File: src/rtl/alu_opnd_stage.sv
// alu_opnd_stage
//   Operand-preparation stage between register-file read and the ALU.
//   Builds operand A from rd and operand B from rs or an extended immediate. Both register
//   operands see write-back forwarding. Results sit in a registered output stage with a
//   valid/ready handshake and a one-entry skid buffer, so ALU back-pressure never drops or
//   duplicates a pair.
//
// Ports
//   clk, rst             clock, asynchronous active-high reset
//   in_valid / in_ready  upstream handshake; in_ready is NOT skid_valid
//   rd_q, rs_q           register-file read values
//   rd_addr, rs_addr     register indices used for the forwarding compare
//   offset, b_sel        immediate field and operand-B mode
//                        (00 zext, 01 sext, 10 rs, 11 offset in the upper bits)
//   wb_en/addr/data      write-back bus, forwarded into operands at acceptance
//   out_valid/out_ready  ALU handshake
//   alu_a, alu_b         registered operand pair
module alu_opnd_stage #(
    parameter int unsigned DW = 16,
    parameter int unsigned OW = 8,
    parameter int unsigned AW = 3
) (
    input  logic          clk,
    input  logic          rst,
    input  logic          in_valid,
    output logic          in_ready,
    input  logic [DW-1:0] rd_q,
    input  logic [DW-1:0] rs_q,
    input  logic [AW-1:0] rd_addr,
    input  logic [AW-1:0] rs_addr,
    input  logic [OW-1:0] offset,
    input  logic [1:0]    b_sel,
    input  logic          wb_en,
    input  logic [AW-1:0] wb_addr,
    input  logic [DW-1:0] wb_data,
    output logic          out_valid,
    input  logic          out_ready,
    output logic [DW-1:0] alu_a,
    output logic [DW-1:0] alu_b
);

    logic          out_valid_q, out_valid_d;
    logic          skid_valid_q, skid_valid_d;
    logic [DW-1:0] alu_a_q, alu_a_d;
    logic [DW-1:0] alu_b_q, alu_b_d;
    logic [DW-1:0] skid_a_q, skid_a_d;
    logic [DW-1:0] skid_b_q, skid_b_d;

    logic          in_xfer, out_xfer;
    logic [DW-1:0] a_val, rs_val, b_val;

    assign in_ready  = ~skid_valid_q;
    assign in_xfer   = in_valid & in_ready;
    assign out_xfer  = out_valid_q & out_ready;
    assign out_valid = out_valid_q;
    assign alu_a     = alu_a_q;
    assign alu_b     = alu_b_q;

    // Forwarding: write-back data wins over the register-file read, including index 0.
    always_comb begin
        a_val  = (wb_en && (wb_addr == rd_addr)) ? wb_data : rd_q;
        rs_val = (wb_en && (wb_addr == rs_addr)) ? wb_data : rs_q;
    end

    // Operand B. Writing offset into a sub-range of a pre-filled vector keeps the OW == DW
    // case legal: all immediate modes then collapse to offset unchanged.
    always_comb begin
        b_val = '0;
        unique case (b_sel)
            2'b00: begin
                b_val            = '0;
                b_val[OW-1:0]    = offset;
            end
            2'b01: begin
                b_val            = {DW{offset[OW-1]}};
                b_val[OW-1:0]    = offset;
            end
            2'b10: begin
                b_val            = rs_val;
            end
            default: begin
                b_val            = '0;
                b_val[DW-1:DW-OW] = offset;
            end
        endcase
    end

    // Output stage: EMPTY (!out_valid), FULL (out_valid, !skid_valid), SKID (both).
    always_comb begin
        out_valid_d  = out_valid_q;
        skid_valid_d = skid_valid_q;
        alu_a_d      = alu_a_q;
        alu_b_d      = alu_b_q;
        skid_a_d     = skid_a_q;
        skid_b_d     = skid_b_q;

        if (!out_valid_q) begin
            if (in_xfer) begin
                out_valid_d = 1'b1;
                alu_a_d     = a_val;
                alu_b_d     = b_val;
            end
        end else if (!skid_valid_q) begin
            if (in_xfer && out_xfer) begin
                alu_a_d = a_val;
                alu_b_d = b_val;
            end else if (in_xfer) begin
                // ALU stalled: park the new pair so upstream never has to retract it.
                skid_valid_d = 1'b1;
                skid_a_d     = a_val;
                skid_b_d     = b_val;
            end else if (out_xfer) begin
                out_valid_d = 1'b0;
            end
        end else begin
            // in_ready is low here, so only a drain can happen.
            if (out_xfer) begin
                skid_valid_d = 1'b0;
                alu_a_d      = skid_a_q;
                alu_b_d      = skid_b_q;
            end
        end
    end

    always_ff @(posedge clk or posedge rst) begin
        if (rst) begin
            out_valid_q  <= 1'b0;
            skid_valid_q <= 1'b0;
            alu_a_q      <= '0;
            alu_b_q      <= '0;
            skid_a_q     <= '0;
            skid_b_q     <= '0;
        end else begin
            out_valid_q  <= out_valid_d;
            skid_valid_q <= skid_valid_d;
            alu_a_q      <= alu_a_d;
            alu_b_q      <= alu_b_d;
            skid_a_q     <= skid_a_d;
            skid_b_q     <= skid_b_d;
        end
    end

endmodule
File: config.mk
export PLATFORM = sky130hd
export DESIGN_NAME = alu_opnd_stage
export DESIGN_NICKNAME = d
export VERILOG_FILES = /design/src/rtl/alu_opnd_stage.sv
export SDC_FILE = /design/constraint.sdc
export NUM_CORES = 1
export LEC_CHECK = 0
export CAP_MARGIN = 20
export CORE_MARGIN = 3
export CORE_UTILIZATION = 25
export DETAILED_ROUTE_END_ITERATION = 8
export HOLD_SLACK_MARGIN = 0.15
export SETUP_SLACK_MARGIN = 0.1
export SKIP_CTS_REPAIR_TIMING = 1
export SYNTH_ARGS = -nofsm -noshare
export SYNTH_HDL_FRONTEND = slang
export SYNTH_SLANG_ARGS = --single-unit
File: constraint.sdc
create_clock -name clk -period 2.9 [get_ports clk]
set_input_delay 0.58 -clock clk [delete_from_list [all_inputs] [get_ports clk]]
set_output_delay 0.58 -clock clk [all_outputs]
set_load 0.05 [all_outputs]
After elaboration in Yosys (flattened, before gate mapping)
Cells that the tools add are included.
{ "classes": {"n_eq_ne": 6, "muxes": 21, "n_bitwise": 4, "n_reduce_logical": 7} }
{ "op_table": {"columns": ["operator", "n"], "rows": [
  ["$mux 16", 12],
  ["$pmux 16 s3", 1],
  ["$mux 1", 8],
  ["$eq 3x3->1", 2],
  ["$reduce_and 4->1", 1],
  ["$logic_and 1x1->1", 3],
  ["$ne 3x1->1 const B", 1],
  ["$ne 3x2->1 const B", 1],
  ["$reduce_and 3->1", 1],
  ["$and 1x1->1", 2],
  ["$eq 2x1->1 const B", 1],
  ["$eq 2x2->1 const B", 1],
  ["$logic_not 2->1", 1],
  ["$not 1->1", 2],
  ["$reduce_bool 2->1", 1]
]} }
{ "totals": {"register_bits": 66, "input_bits": 72, "word_cells": 44} }

Longest topological paths before layout
Gate-level depths: netlist (run 1).
{ "logic_depth": {"word_depth": 7, "ltp_mapped": 7} }

Least setup slack after synthesis (run 1)
Ideal clock, no wire load.
{ "synth_timing": {"path_kind": "reg-to-reg", "start": "register out_valid_q (netlist: out_valid)", "end": "register alu_b_q[10] (netlist: alu_b[10])", "t_arrival_ns": 1.646, "slack_ns": 1.169, "stages_incl_launch_ff": 8, "path_buffers": 3, "synth_period_minus_slack_ns": 1.731, "path_cell_list": "dfrtp_1 > nor2b_1 > buf_2 > a21o_1 > buf_2 > buf_2 > nand2_1 > a32oi_1"} }
{ "synth_between": {"elab_chain_len": 4, "word_cells_on_any_way": 7, "cone_classes": "2 x eq/ne; 1 x mux; 1 x bitwise; 3 x reduce/logical"} }
{ "synth_lines": {"columns": ["item", "line_no", "text"], "rows": [
  ["from (decl)", "42", "logic out_valid_q, out_valid_d;"],
  ["from (signal assigned)", "134", "out_valid_q <= out_valid_d;"],
  ["$and 1x1->1", "54", "assign out_xfer = out_valid_q & out_ready;"],
  ["$logic_and 1x1->1", "104", "if (in_xfer && out_xfer) begin"],
  ["$ne 3x1->1 (no line)", null, null],
  ["$reduce_and 3->1 (no line)", null, null],
  ["to (signal assigned)", "137", "alu_b_q <= alu_b_d;"],
  ["to (decl)", "45", "logic [DW-1:0] alu_b_q, alu_b_d;"]
]} }
Parallel ways exist; a longest one is shown, timed or not.
A chain may end at the register's enable or synchronous reset.

Worst setup path in the final report (run 1)
{ "layout_timing": {"start": "input port wb_addr[1]", "end": "register alu_a_q[6] (netlist: alu_a[6])"} }
{ "layout_between": {"elab_chain_len": 6, "word_cells_on_any_way": 7, "cone_classes": "1 x eq/ne; 5 x mux; 1 x reduce/logical"} }
{ "layout_lines": {"columns": ["item", "line_no", "text"], "rows": [
  ["from (decl)", "34", "input logic [AW-1:0] wb_addr,"],
  ["$eq 3x3->1 (*)", "61", "a_val = (wb_en && (wb_addr == rd_addr)) ? wb_data : rd_q;"],
  ["$logic_and 1x1->1 (*)", "61", null],
  ["$mux 16 (*)", "61", null],
  ["$mux 16", "104", null],
  ["$mux 16", "103", "end else if (!skid_valid_q) begin"],
  ["$mux 16 (*)", "97", "if (!out_valid_q) begin"],
  ["to (signal assigned)", "136", "alu_a_q <= alu_a_d;"],
  ["to (decl)", "44", "logic [DW-1:0] alu_a_q, alu_a_d;"]
]} }
Every way passes the cells marked *; elsewhere a longest branch is shown, timed or not. The select of a mux whose other input is x is not followed.

==> results of run 1 <==
## routing by layer
| layer | share of wire | track usage | routed length, um | up-vias |
|---|---|---|---|---|
| met5 | 0 | 0 | 0 | - |
| met4 | 0.010 | 0.03785 | 118 | 0 |
| met3 | 0.050 | 0.03705 | 585 | 9 |
| met2 | 0.51 | 0.2534 | 5878 | 86 |
| met1 | 0.43 | 0.1822 | 5008 | 1569 |
| li1 | - | - | - | 1539 |
## kinds of logic after synthesis
group | after synthesis | share of synthesized area
AO/OA/AOI/OAI | 107 | 0.2201
XOR/XNOR | 6 | 0.01442
buffers and inverters | 33 | 0.04739
flip-flops | 66 | 0.4533
multiplexers | 32 | 0.1047
AND/OR/NAND/NOR | 128 | 0.1600
## placed cells by master, fill, tap and decap left out, types with 5 or more instances in the layout
master / netlist / layout
mux2_2: 5 / 5
or3_1: 16 / 16
nor2_1: 52 / 51
clkbuf_16: 0 / 9
a31oi_2: 10 / 10
o21ai_0: 21 / 21
mux2_4: 11 / 11
o22ai_1: 16 / 16
nand2_1: 38 / 38
clkdlybuf4s50_1: 0 / 105
nand2b_1: 9 / 9
a41oi_2: 10 / 10
a21oi_1: 34 / 34
mux2i_1: 16 / 16
and2_1: 7 / 7
dfrtp_1: 66 / 66
xnor2_1: 6 / 6
buf_4: 1 / 9
## Yosys cell counts, types with 8 or more instances
library cell	instances
a21oi_1	34
a31oi_2	10
a41oi_2	10
buf_2	17
clkbuf_1	8
dfrtp_1	66
mux2_4	11
mux2i_1	16
nand2_1	38
nand2b_1	9
nor2_1	52
o21ai_0	21
o22ai_1	16
or3_1	16
## report_power, final
| part | switching [W] | total [W] | leakage, nW | internal [W] |
|---|---|---|---|---|
| Combinational | 0.00189 | 0.00300 | 1.16 | 0.00111 |
| Sequential | 0.000280 | 0.00169 | 0.751 | 0.00141 |
| Clock | 0.000412 | 0.000986 | 0.127 | 0.000574 |
## worst paths after layout
check	to	startpoint	depth (start not counted)
setup / recovery	alu_a[6]	wb_addr[1]	5
hold / removal	skid_a_q[6]	skid_a_q[6]	2
setup reg to reg	alu_b[13]	skid_valid_q	5
hold reg to reg	skid_a_q[6]	skid_a_q[6]	2
max in group asynchronous	skid_b_q[5]	rst	3
min in group asynchronous	skid_a_q[12]	rst	2
## worst max-delay path: cells and delay by family
| family | cells | cell delay (ns) |
|---|---|---|
| AO/OA/AOI/OAI | 1 | 0.12 |
| XOR/XNOR | 1 | 0.24 |
| AND/OR/NAND/NOR | 1 | 0.62 |
| multiplexers | 1 | 0.43 |
| buffers and inverters | 1 | 0.45 |
## area by class of cell
cell class                      instances  area [sq um]
Fill cell                            1408          8843
Multi-Input combinational cell        273          1837
Sequential cell                        66          1652
Timing Repair Buffer                  118          1199
Clock buffer                            9         225.2
Tap cell                              180         225.2
Clock inverter                          7         46.29
Inverter                                4         15.01
## flip-flops by register name (all words and copies together), names as in the netlist
name          cells
alu_a            16
skid_b_q         16
skid_a_q         16
alu_b            16
skid_valid_q      1
out_valid         1
## stage by stage
step	setup WS, ns	util	instances
floorplan	0.6652	-	372
global placement	0.3555	0.3509	641
detailed placement	0.2846	0.3509	641
CTS	0.6191	0.3702	657
global route	0.4883	0.3702	657
finish	0.6527	0.3702	657
==> run summary, run 1 <==
#FFs+latches synth = 66
Yosys cell types = 33
RSZ-0062 raised after global routing = no
Pre-antenna DRT Iters = 4
gp weighted congestion = 0.7698
Die Height = 126.7 um
worst relative slew slack = 0.4953
number of global-route vias before repair = 3,401
Critical Path Slowest Stage Cell = nand4_2
actual slew at the worst max-slew pin = 0.7571 ns
antenna cells = 0
period utilization = 0.7749
Clock Tree Buf Depth = 2
via count = 3,203
setup TNS = 0 ns
initial antenna violation count = 0
Synth top area share = 0.4533
Seq/Total Area, Yosys = 0.4533
Hold Fails Final Rpt = 0
number of DRC markers in iteration 0 = 130
CTS tree = built
die width = 126.7 um
Port-buffer cells = 105
fin. max-slew vios = 0
Startpoint Class = primary input
fraction of registers with async set/reset = 1.000
wire length per cell = 17.64 um
maxcap violations = 0
Num CTS Buffers = 9
num rows = 43
largest area contributor in the netlist = dfrtp_1
CP endpoint kind = flip-flop
GR Overflow Total = 0
largest net degree at the start of global routing = 66
vias per cell = 4.875
clk slew on worst S/H paths = 0.06 ns
Root Driver = clkbuf_16
io pins = 106
Clk Latency, worst-skew pair = 0.33 ns
Power Density = 1092 nW/um^2
dpl hpwl = 8584 um
ys flop type = dfrtp_1
Final setup viols = 0
final critical-path required period = 2.247 ns
Post-Syn Instances = 372
hold slack = 0.5273 ns
Fmax = 445.0 MHz
crit path kind = primary input to flip-flop
leading post-synthesis cells by cell area = dfrtp_1, nor2_1, a21oi_1, mux2_4, a41oi_2
Starting Density = 0.2595
Arr. time, crit path = 2.45 ns
Crit Path Max Fanout = 16
status = finished, final reports clean
post-synthesis cell area = 3643 sq um
floorplan core area = 14,040 sq um
Routed Antenna Nets = 0
first-pass GRT wire length = 18,660 um
peak supply drop = 0.0003420 V
design area = 5199 sq um
Syn Area/Cell = 9.794 sq um
CTS Sinks = 66
post-synth net total = 444
Worst Skew = 0.003364 ns
total power = 0.005676 W
EDFF count, synth = 0
Worst Hold Class = flip-flop to flip-flop
critical path, cell by cell = clkdlybuf4s50_1, xnor2_1, nand4_2, mux2i_1, o22ai_1
Syn-to-layout area delta = 42.69%
Worst EP required = 3.10 ns
DR DRC count = 0
Worst path max stage delay = 0.62 ns
Routed Wire Length = 11,590 um
layout cells sized above 1 = 0.1509
Layout Nets = 544
Pleak = 2.034 nW
H-tree Lvls = 3
Post-DP Area = 4927 sq um
die area = 16,060 sq um
GR Util All Layers = 0.1466
warnings from Yosys = 0
r2r setup slk = 1.13 ns
Note: power is estimated with default switching activity, not from simulation.
==> inputs of run 2 (changes only) <==
- clock period: 2.9 -> 1.95 ns (I/O delays scaled with it)
==> run summary, run 2 (same netlist as run 1, synthesis figures left out) <==
Critical R2R Launch = out_valid (was skid_valid_q)
antenna cells = 0 (unchanged)
CTS Sinks = 66 (unchanged)
Clock Tree Buf Depth = 2 (unchanged)
DR DRC count = 0 (unchanged)
GR Overflow Total = 0 (unchanged)
multi-input logic area = 1843 sq um (was 1837 sq um)
Die Height = 126.7 um (unchanged)
die width = 126.7 um (unchanged)
r2r setup slk = 0.25 ns (was 1.13 ns)
Crit Path Max Fanout = 6 (was 16)
floorplan core area = 14,040 sq um (unchanged)
maxcap violations = 0 (unchanged)
num rows = 43 (unchanged)
final critical-path required period = 1.819 ns
largest net degree at the start of global routing = 67 (was 66)
Pre-antenna DRT Iters = 5 (was 4)
Layout Nets = 559 (was 544)
CP endpoint kind = flip-flop (unchanged)
status = finished, final reports clean (unchanged)
Clk Latency, worst-skew pair = 0.33 ns (about the same)
Root Driver = clkbuf_16 (unchanged)
Num CTS Buffers = 9 (unchanged)
hold slack = 0.5071 ns (was 0.5273 ns)
sequential cell area = 1652 sq um (unchanged)
layout cells sized above 1 = 0.2163 (was 0.1509)
Critical R2R Capture = alu_b[0] (was alu_b[13])
wire length per cell = 18.06 um (was 17.64 um)
GR Util All Layers = 0.1531 (was 0.1466)
Worst Hold Class = primary input to asynchronous set/reset pin (was flip-flop to flip-flop)
number of global-route vias before repair = 3,510 (was 3,401)
Routed Antenna Nets = 0 (unchanged)
worst r2r path cells = 5 (unchanged)
first-pass GRT wire length = 19,210 um (was 18,660 um)
worst setup margin = 0.1311 ns (was 0.6527 ns)
H-tree Lvls = 3 (unchanged)
worst relative slew slack = 0.6504 (was 0.4953)
Final setup viols = 0 (unchanged)
Fillers = 1,369 (was 1,408)
RSZ-0062 raised after global routing = no (unchanged)
clk slew on worst S/H paths = 0.05 ns (was 0.06 ns)
io pins = 106 (unchanged)
actual slew at the worst max-slew pin = 0.5233 ns (was 0.7571 ns)
dpl hpwl = 9009 um (was 8584 um)
Pleak = 2.246 nW (was 2.034 nW)
pre-CTS setup slack = -0.2394 ns (was 0.2846 ns)
Starting Density = 0.2595 (unchanged)
initial antenna violation count = 0 (unchanged)
commonest non-fill, non-tap cells in the layout = clkdlybuf4s50_1, dfrtp_1, nor2_1 (unchanged)
via count = 3,261 (was 3,203)
peak supply drop = 0.0006353 V (was 0.0003420 V)
Worst Skew = 0.006456 ns (was 0.003364 ns)
die area = 16,060 sq um (unchanged)
gp weighted congestion = 0.7853 (was 0.7698)
Startpoint Class = primary input (unchanged)
CTS tree = built (unchanged)
Port-buffer cells = 105 (unchanged)
Hold Fails Final Rpt = 0 (unchanged)
period utilization = 0.9328
Fmax = 549.8 MHz
non-filler cells, final = 670 (was 657)
Syn-to-layout area delta = 46.87% (was 42.69%)
Power Density = 1581 nW/um^2 (was 1092 nW/um^2)
setup TNS = 0 ns (unchanged)
Arr. time, crit path = 2.06 ns (was 2.45 ns)
commonest non-fill, non-tap cell in the layout = clkdlybuf4s50_1 (unchanged)
vias per cell = 4.867 (was 4.875)
fin. max-slew vios = 0 (unchanged)
Worst EP required = 2.19 ns (was 3.10 ns)
placed insts = 653 (was 641)
Routed Wire Length = 12,100 um (was 11,590 um)
crit path kind = primary input to flip-flop (unchanged)
number of DRC markers in iteration 0 = 231 (was 130)
[run 2: cell types whose count changed in the layout (fill, tap and decap cells not counted), moves of 2 or more]
cell | before | now
clkdlybuf4s50_1 | 105 | 70
buf_4 | 9 | 42
dlymetal6s2s_1 | 0 | 11
buf_12 | 4 | 9
clkbuf_1 | 0 | 4
clkinv_2 | 3 | 0
clkinvlp_4 | 3 | 1
[run 2: worst max path at each step]
stage               start      endpoint  slack, ns  depth (start not counted)
2_1_floorplan   out_valid     alu_b[10]       0.22                          7
3_3_place_gp   wb_addr[1]  skid_b_q[10]      -0.16                          6
3_5_place_dp   wb_addr[0]  skid_b_q[10]      -0.24                          6
4_1_cts         alu_a[14]     alu_a[14]       0.04                          1
5_1_grt        wb_addr[0]      alu_b[0]       0.12                          7
6_report       wb_addr[0]      alu_b[0]       0.13                          7
[run 2: cell type report]
cell class / instances / area share
clock buffers: 14 / 0.04746
inverters: 4 / 0.003507
multi-input cells: 273 / 0.3444
flip-flops and latches: 66 / 0.3086
well taps: 180 / 0.04209
repair buffers: 133 / 0.2539
[run 2: where the power goes]
group	switching [W]	leakage [nW]	internal, W	total (W)
clock network	0.000558	0.123	0.000882	0.00144
registers	0.000406	0.751	0.00209	0.00250
logic	0.00285	1.37	0.00167	0.00452
total	0.00382	2.25	0.00464	0.00846
[run 2: metal layers]
layer | share of wire | up-vias | global-route usage | wire length (um)
met3 | 0.053 | 8 | 0.02989 | 639
met5 | 0 | - | 0 | 0
met2 | 0.51 | 93 | 0.2537 | 6117
met4 | 0.010 | 0 | 0.06057 | 123
li1 | - | 1560 | - | -
met1 | 0.43 | 1600 | 0.1965 | 5220
[run 2: worst max-delay path: stages]
cell and delay, ns:
clkdlybuf4s50_1 0.50, xnor2_1 0.13, and4_4 0.29, buf_12 0.14, buf_12 0.11, mux2_4 0.31, a41oi_2 0.18
[run 2: through the flow]
step,area (sq um),power [W],utilization
final,5351,0.008458,0.3811
after global routing,5351,0.009000,0.3811
after CTS,5278,0.008546,0.3758
after detailed placement,5024,0.007070,0.3577
after global placement,5024,0.006959,0.3577
after floorplan,3647,0.005475,-
==> inputs of run 3 (changes only) <==
- MAX_ROUTING_LAYER: not set -> met4
==> run summary, run 3 (same netlist as run 1, synthesis figures left out) <==
Final setup viols = 0 (unchanged)
Fmax = 550.0 MHz (was 549.8 MHz)
DR DRC count = 0 (unchanged)
design area = 5351 sq um (unchanged)
Worst EP required = 2.20 ns (was 2.19 ns)
Pre-antenna DRT Iters = 4 (was 5)
commonest non-fill, non-tap cells in the layout = clkdlybuf4s50_1, dfrtp_1, nor2_1 (unchanged)
GR Util All Layers = 0.1571 (was 0.1531)
hold slack = 0.5085 ns (was 0.5071 ns)
Hold Fails Final Rpt = 0 (unchanged)
wire length per cell = 18.15 um (was 18.06 um)
CTS tree = built (unchanged)
CP endpoint kind = flip-flop (unchanged)
Post-DP Area = 5024 sq um (unchanged)
Routed Wire Length = 12,160 um (was 12,100 um)
initial antenna violation count = 0 (unchanged)
Startpoint Class = primary input (unchanged)
maxcap violations = 0 (unchanged)
worst r2r path cells = 5 (unchanged)
Worst Skew = 0.004040 ns (was 0.006456 ns)
GR Overflow Total = 0 (unchanged)
peak supply drop = 0.0006359 V (was 0.0006353 V)
largest net degree at the start of global routing = 67 (unchanged)
layout cells sized above 1 = 0.2163 (unchanged)
worst relative slew slack = 0.6460 (was 0.6504)
Critical R2R Capture = alu_b[0] (unchanged)
Syn-to-layout area delta = 46.87% (unchanged)
commonest non-fill, non-tap cell in the layout = clkdlybuf4s50_1 (unchanged)
num rows = 43 (unchanged)
io pins = 106 (unchanged)
antenna cells = 0 (unchanged)
H-tree Lvls = 3 (unchanged)
actual slew at the worst max-slew pin = 0.5300 ns (was 0.5233 ns)
Clk Latency, worst-skew pair = 0.33 ns (about the same)
status = finished, final reports clean (unchanged)
r2r setup slk = 0.25 ns (about the same)
dpl hpwl = 9009 um (unchanged)
CTS Sinks = 66 (unchanged)
Layout Nets = 559 (unchanged)
Root Driver = clkbuf_16 (unchanged)
pre-CTS setup slack = -0.2394 ns (unchanged)
via count = 3,269 (was 3,261)
fin. max-slew vios = 0 (unchanged)
Pleak = 2.246 nW (unchanged)
Routed Antenna Nets = 0 (unchanged)
die width = 126.7 um (unchanged)
period utilization = 0.9323 (was 0.9328)
placed insts = 653 (unchanged)
number of global-route vias before repair = 3,518 (was 3,510)
Power Density = 1582 nW/um^2 (was 1581 nW/um^2)
number of DRC markers in iteration 0 = 181 (was 231)
Clock Tree Buf Depth = 2 (unchanged)
Starting Density = 0.2595 (unchanged)
clk slew on worst S/H paths = 0.05 ns (about the same)
vias per cell = 4.879 (was 4.867)
Worst Hold Class = primary input to asynchronous set/reset pin (unchanged)
die area = 16,060 sq um (unchanged)
crit path kind = primary input to flip-flop (unchanged)
RSZ-0062 raised after global routing = no (unchanged)
Die Height = 126.7 um (unchanged)
Port-buffer cells = 105 (unchanged)
Arr. time, crit path = 2.06 ns (about the same)
first-pass GRT wire length = 19,180 um (was 19,210 um)
Critical R2R Launch = out_valid (unchanged)
gp weighted congestion = 0.7962 (was 0.7853)
Crit Path Max Fanout = 6 (unchanged)
worst setup margin = 0.1319 ns (was 0.1311 ns)
final critical-path required period = 1.818 ns (was 1.819 ns)
total power = 0.008464 W (was 0.008458 W)
Num CTS Buffers = 9 (unchanged)
non-filler cells, final = 670 (unchanged)
floorplan core area = 14,040 sq um (unchanged)
[run 3: worst max-delay path by stage]
stage                     startpoint           end  slack, ns  cells past startpoint
final                     wb_addr[0]      alu_b[0]       0.13                      7
after detailed placement  wb_addr[0]  skid_b_q[10]      -0.24                      6
after global routing      wb_addr[0]      alu_b[0]       0.12                      7
after CTS                  alu_a[14]     alu_a[14]       0.04                      1
after global placement    wb_addr[1]  skid_b_q[10]      -0.16                      6
after floorplan            out_valid     alu_b[10]       0.22                      7
[run 3: report_power, final]
part           switching, W  internal (W)  leakage, nW
Sequential         0.000407       0.00209        0.751
Combinational       0.00286       0.00167         1.37
Clock              0.000558      0.000882        0.123
Total               0.00382       0.00464         2.25
[run 3: worst max-delay path, cell delays in order]
cell and delay (ns):
clkdlybuf4s50_1 0.51, xnor2_1 0.13, and4_4 0.29, buf_12 0.14
buf_12 0.11, mux2_4 0.31, a41oi_2 0.18
[run 3: metal layers]
layer / part of all wire / track usage
met1: 0.44 / 0.2007
met2: 0.50 / 0.2531
met3: 0.044 / 0.03032
met4: 0.018 / 0.04732
met5: 0 / -
[run 3: area by class of cell]
type / count / area, sq um
fillers: 1369 / 8691
flip-flops and latches: 66 / 1652
clock buffers: 14 / 254.0
repair buffers: 133 / 1359
multi-input cells: 273 / 1843
well taps: 180 / 225.2
inverters: 4 / 18.77
[run 3: per-stage QoR]
step | TNS, ns | utilization
floorplan | 0 | -
global placement | -3.818 | 0.3577
detailed placement | -6.410 | 0.3577
CTS | 0 | 0.3758
global route | 0 | 0.3811
finish | 0 | 0.3811
